--- src/rtl/cla_arbiter.sv ---
// cla_arbiter: two-requester round-robin arbiter that time-shares one 32-bit
// carry-lookahead adder between two clients (e.g. PC increment and ALU add/sub).
// Each client presents add/subtract operations over a valid/ready handshake.
// The granted operation is computed in the same cycle and captured in a
// one-entry result register that is tagged with the winning requester's ID.
//
// Ports:
//   clk_i, rst_i           clock, synchronous active-high reset
//   reqN_valid_i/ready_o   requester N handshake (N = 0, 1)
//   reqN_a_i, reqN_b_i     requester N operands
//   reqN_sub_i             requester N: 1 = A-B, 0 = A+B
//   res_valid_o/ready_i    result handshake (one-entry output stage)
//   res_sum_o              registered sum/difference
//   res_cout_o             registered carry out (subtract: 1 = no borrow)
//   res_ovf_o              registered signed overflow
//   res_id_o               ID of the requester that produced the result
module cla_arbiter #(
  parameter logic RR_INIT = 1'b0
) (
  input  logic        clk_i,
  input  logic        rst_i,
  input  logic        req0_valid_i,
  output logic        req0_ready_o,
  input  logic [31:0] req0_a_i,
  input  logic [31:0] req0_b_i,
  input  logic        req0_sub_i,
  input  logic        req1_valid_i,
  output logic        req1_ready_o,
  input  logic [31:0] req1_a_i,
  input  logic [31:0] req1_b_i,
  input  logic        req1_sub_i,
  output logic        res_valid_o,
  input  logic        res_ready_i,
  output logic [31:0] res_sum_o,
  output logic        res_cout_o,
  output logic        res_ovf_o,
  output logic        res_id_o
);

  // 32-bit carry-lookahead adder: 4-bit lookahead groups whose group
  // generate/propagate terms chain the carry between groups.
  // Returns {cout, sum}.
  function automatic logic [32:0] cla32(input logic [31:0] x,
                                        input logic [31:0] y,
                                        input logic        cin);
    logic [31:0] g;
    logic [31:0] p;
    logic [32:0] c;
    logic [7:0]  gg;
    logic [7:0]  gp;
    g    = x & y;
    p    = x ^ y;
    c    = 33'd0;
    c[0] = cin;
    for (int k = 0; k < 8; k++) begin
      c[4*k+1] = g[4*k]   | (p[4*k]   & c[4*k]);
      c[4*k+2] = g[4*k+1] | (p[4*k+1] & g[4*k]) | (p[4*k+1] & p[4*k] & c[4*k]);
      c[4*k+3] = g[4*k+2] | (p[4*k+2] & g[4*k+1]) | (p[4*k+2] & p[4*k+1] & g[4*k])
               | (p[4*k+2] & p[4*k+1] & p[4*k] & c[4*k]);
      gg[k]    = g[4*k+3] | (p[4*k+3] & g[4*k+2]) | (p[4*k+3] & p[4*k+2] & g[4*k+1])
               | (p[4*k+3] & p[4*k+2] & p[4*k+1] & g[4*k]);
      gp[k]    = &p[4*k +: 4];
      c[4*k+4] = gg[k] | (gp[k] & c[4*k]);
    end
    return {c[32], p ^ c[31:0]};
  endfunction

  logic        full_q, full_d;
  logic        prio_q, prio_d;
  logic [31:0] sum_q, sum_d;
  logic        cout_q, cout_d;
  logic        ovf_q, ovf_d;
  logic        id_q, id_d;

  logic        can_accept_s;
  logic        gnt0_s, gnt1_s, gnt_any_s;
  logic [31:0] x_s, b_sel_s, y_s;
  logic        sub_sel_s;
  logic [32:0] add_s;
  logic        ovf_s;

  // Grant decision: the output stage can take a new result when empty or
  // being drained this cycle; contention is resolved by the priority pointer.
  always_comb begin
    can_accept_s = ~full_q | res_ready_i;
    gnt0_s       = 1'b0;
    gnt1_s       = 1'b0;
    if (rst_i || !can_accept_s) begin
      gnt0_s = 1'b0;
      gnt1_s = 1'b0;
    end else if (req0_valid_i && req1_valid_i) begin
      gnt0_s = ~prio_q;
      gnt1_s = prio_q;
    end else begin
      gnt0_s = req0_valid_i;
      gnt1_s = req1_valid_i;
    end
  end

  assign gnt_any_s    = gnt0_s | gnt1_s;
  assign req0_ready_o = gnt0_s;
  assign req1_ready_o = gnt1_s;

  // Shared adder operands. With no grant the mux defaults to requester 0;
  // the result is discarded in that case.
  always_comb begin
    if (gnt1_s) begin
      x_s       = req1_a_i;
      b_sel_s   = req1_b_i;
      sub_sel_s = req1_sub_i;
    end else begin
      x_s       = req0_a_i;
      b_sel_s   = req0_b_i;
      sub_sel_s = req0_sub_i;
    end
    // Subtract is A + ~B + 1, so the carry in is the subtract flag itself.
    y_s   = sub_sel_s ? ~b_sel_s : b_sel_s;
    add_s = cla32(x_s, y_s, sub_sel_s);
    ovf_s = (x_s[31] == y_s[31]) & (add_s[31] != x_s[31]);
  end

  // Result register and pointer next state. A grant loads a fresh result
  // (even while the old one drains); a drain without grant only clears full.
  always_comb begin
    full_d = full_q;
    prio_d = prio_q;
    sum_d  = sum_q;
    cout_d = cout_q;
    ovf_d  = ovf_q;
    id_d   = id_q;
    if (gnt_any_s) begin
      full_d = 1'b1;
      prio_d = ~gnt1_s;
      sum_d  = add_s[31:0];
      cout_d = add_s[32];
      ovf_d  = ovf_s;
      id_d   = gnt1_s;
    end else if (res_ready_i) begin
      full_d = 1'b0;
    end else begin
      full_d = full_q;
    end
  end

  // State registers with synchronous reset.
  always_ff @(posedge clk_i) begin
    if (rst_i) begin
      full_q <= 1'b0;
      prio_q <= RR_INIT;
      sum_q  <= 32'd0;
      cout_q <= 1'b0;
      ovf_q  <= 1'b0;
      id_q   <= 1'b0;
    end else begin
      full_q <= full_d;
      prio_q <= prio_d;
      sum_q  <= sum_d;
      cout_q <= cout_d;
      ovf_q  <= ovf_d;
      id_q   <= id_d;
    end
  end

  assign res_valid_o = full_q;
  assign res_sum_o   = sum_q;
  assign res_cout_o  = cout_q;
  assign res_ovf_o   = ovf_q;
  assign res_id_o    = id_q;

endmodule

--- config.mk ---
export PLATFORM = sky130hd
export DESIGN_NAME = cla_arbiter
export DESIGN_NICKNAME = d
export VERILOG_FILES = /design/src/rtl/cla_arbiter.sv
export SDC_FILE = /design/constraint.sdc
export NUM_CORES = 1
export LEC_CHECK = 0
export BUFFER_PORTS_ARGS = -buffer_cell sky130_fd_sc_hd__buf_2
export CAP_MARGIN = 20
export CORE_MARGIN = 2
export CORE_UTILIZATION = 35
export DETAILED_ROUTE_END_ITERATION = 10
export PLACE_DENSITY = 0.62
export REMOVE_ABC_BUFFERS = 1
export SLEW_MARGIN = 20
export SYNTH_ARGS = -nofsm -noshare
export SYNTH_HDL_FRONTEND = slang
export SYNTH_SLANG_ARGS = --single-unit
--- constraint.sdc ---
create_clock -name clk_i -period 6.92 [get_ports clk_i]
set_clock_uncertainty 0.15 [all_clocks]
set_input_delay 1.73 -clock clk_i [delete_from_list [all_inputs] [get_ports clk_i]]
set_output_delay 1.73 -clock clk_i [all_outputs]
set_load 0.005 [all_outputs]
==> results.py <==
metrics = {
    "status": {
        "status": "finished clean",
    },
    "timing": {
        "slew_viol_final": 0,
        "worstMarginPinSlew_ns": 0.734,
        "hold_viol_final": 0,
        "setup_violations": 0,
        "fin_crit_sh_pct": 84.4,
        "fin_crit_ns": 5.84,
        "setup_ws_ns": 1.08,
        "final.setup.tns_ns": 0,
        "hold_ws_ns": 0.310,
        "rsz0062_at_grt": "false",
        "maxSlewHeadroom_pct": 51.0,
        "clock.fmax_mhz": 171,
    },
    "floorplanning": {
        "initial_utilization_pct": 36.1,
        "coreArea_mm2": 0.0104,
        "io-pin-count": 173,
        "die_height_um": 107,
        "fp.dieArea_mm2": 0.0115,
        "die_w_um": 107,
        "rows": 37,
    },
    "clocking": {
        "cts_buffer_depth": 2,
        "holdBufCountCts": 0,
        "numCtsBuffers": 5,
        "cts_root_buf": "clkbuf_8",
        "clk_pin_slew_worst_paths_ns": 0.07,
        "clock_sinks": 37,
        "cts_setup_buffers": 0,
        "post_cts_resized": 0,
        "htree_num_levels": 2,
        "cts_tree": "done",
        "clock_latency_ns": 0.28,
    },
    "synth": {
        "post_synth_instance_area_mm2": 0.00374,
        "ys_ff_latch": 37,
        "synth_area_leaders": "dfxtp_1 (20%), xnor2_1 (12%), nand2_1 (11%)",
        "yosys.area.top_type": "dfxtp_1",
        "synthArstFlopShare_pct": 0,
        "yosys.cell_count.top_type": "nand2_1",
        "synth_cells": 480,
        "synth_seq_area_share_pct": 19.8,
        "yosys.cell_types.count": 54,
        "synth_warnings": 0,
        "yosys_most_used_dff": "dfxtp_1",
        "avgSynthCellArea_um2": 7.79,
        "synth_top_cell_area_share_pct": 19.8,
        "synth_edf_count": 0,
        "synth_commonest_cells": "nand2_1 (112), xnor2_1 (50), mux2i_1 (40)",
    },
    "power_and_ir_drop": {
        "internal_power_uw": 567,
        "power_density_mw_per_mm2": 194,
        "p_sw_share_pct": 39.1,
        "combPwrFrac_pct": 55.2,
        "p_leak_nw": 2.59,
        "switchingPower_uw": 364,
        "peakVddDrop_v": 0.0000706,
        "seqPwrFrac_pct": 29.3,
        "pwr-share-clk_pct": 15.5,
    },
    "worst_setup_path": {
        "r2r_slack_ns": 2.25,
        "crit_type": "in -> reg",
        "arrival_ns": 5.90,
        "r2r-start": "prio_q",
        "required_ns": 6.98,
        "r2r_cells": 17,
        "crit_start": "res_ready_i",
        "cp-endpoint": "res_sum_o[29]",
        "crit_fanout": 46,
        "r2r-end": "res_sum_o[29]",
        "endpoint_kind": "flip-flop",
        "crit_path_start_kind": "input port",
    },
    "grt": {
        "grt_pass1_wl_um": 15500,
        "antenna_found_initial": 0,
        "grt_usage_pct": 16.2,
        "grt_overflow": 0,
        "grt_max_degree": 47,
        "grt_pass1_vias": 3523,
    },
    "flow_run": {
        "cap_viol_max_count": 0,
    },
    "route": {
        "vias_per_cell": 4.84,
        "drt.antenna.violating_nets": 0,
        "vias": 3769,
        "drtPass1Iterations": 4,
        "wirelength_um": 9710,
        "drtIter0Drc": 130,
        "drc": 0,
        "drt-wirelength-per-cell_um": 12.5,
    },
    "finish": {
        "antenna_cells": 0,
        "drive_above_1_share_pct": 31.1,
        "area_growth_pct": 28.6,
        "finalNetCount": 816,
    },
    "place": {
        "gp_congestion": 0.801,
        "portBuffers": 172,
        "dp_hpwl_um": 7900,
        "dp_slack_ns": 0.787,
    },
    "min_path": {
        "hold_path.class": "reg -> reg",
    },
}
flip-flops by register name (all words and copies together) (netlist names):
name	cells
res_valid_o	1
res_id_o	1
prio_q	1
res_ovf_o	1
res_sum_o	32
res_cout_o	1
area by class of cell:
type                    count  area [um2]
inverters                  21        78.8
fillers                  1083        5560
clock buffers               6        72.6
clock inverters             2        10.0
flip-flops and latches     37         741
multi-input cells         398        2830
well taps                 136         170
repair buffers            179         913
per-stage QoR:
stage	total power [mW]	std cells	utilization, %	instance area [um2]
2_1_floorplan	0.639	456	-	3640
3_5_place_dp	0.797	771	45.6	4730
4_1_cts	0.946	779	46.4	4810
5_1_grt	1.02	779	46.4	4810
3_3_place_gp	0.784	771	45.6	4730
6_report	0.931	779	46.4	4810
cell families after synthesis:
kind of cell,after synthesis,synth area share (%)
adder cells (fa/ha/maj),39,14.5
buffers and inverters,45,4.72
AO/OA/AOI/OAI,86,15.8
multiplexers,42,11.3
flip-flops,37,19.8
AND/OR/NAND/NOR,177,21.2
XOR/XNOR,54,12.6
critical path: stages:
cell      delay (ns)
buf_2           0.10
nand2b_4        0.15
nand4b_4        0.12
buf_4           0.54
mux2i_1         0.28
xnor2_1         0.09
ha_1            0.41
a21oi_1         0.11
o21ai_0         0.36
a221o_1         0.28
a21oi_4         0.06
o31a_2          0.38
o21ai_4         0.30
a21oi_1         0.14
fa_1            0.45
xnor2_1         0.15
nand2_1         0.07
a21oi_1         0.16
power groups by stage:
stage	clock [mW]	combinational, mW	sequential (mW)
floorplan	0	0.362	0.277
global placement	0	0.506	0.278
detailed placement	0	0.519	0.278
CTS	0.151	0.521	0.274
global route	0.160	0.585	0.277
finish	0.144	0.514	0.273
placed cells by master, fill, tap and decap left out, drive strengths merged, types with 6 or more instances in the layout:
cell type    n
buf        179
nand2      112
xnor2       50
mux2i       40
a21oi       39
dfxtp       37
ha          32
nor2        27
inv         20
a211oi      11
o21ai       11
fa           7
clkbuf       6
nand2b       6
how the worst min path moves through the flow:
stage,endpoint,slack (ns),start,cells after the start
2_1_floorplan,res_sum_o[10],0.29,res_sum_o[10],2
3_3_place_gp,res_sum_o[10],0.29,res_sum_o[10],2
3_5_place_dp,res_sum_o[17],0.30,res_sum_o[17],2
4_1_cts,res_sum_o[10],0.31,res_sum_o[10],2
5_1_grt,res_sum_o[29],0.33,res_sum_o[29],2
6_report,res_sum_o[29],0.31,res_sum_o[29],2
routing by layer:
| layer | vias up | wire length (um) | GRT usage (%) | part of all wire (%) |
|---|---|---|---|---|
| met1 | 1693 | 4370 | 21.6 | 45 |
| li1 | 1959 | - | - | - |
| met5 | - | 0 | 0 | 0 |
| met3 | 6 | 711 | 3.03 | 7.3 |
| met2 | 111 | 4590 | 28.3 | 47 |
| met4 | 0 | 40 | 1.65 | 0.41 |
Note: power is estimated with default switching activity, not from simulation.
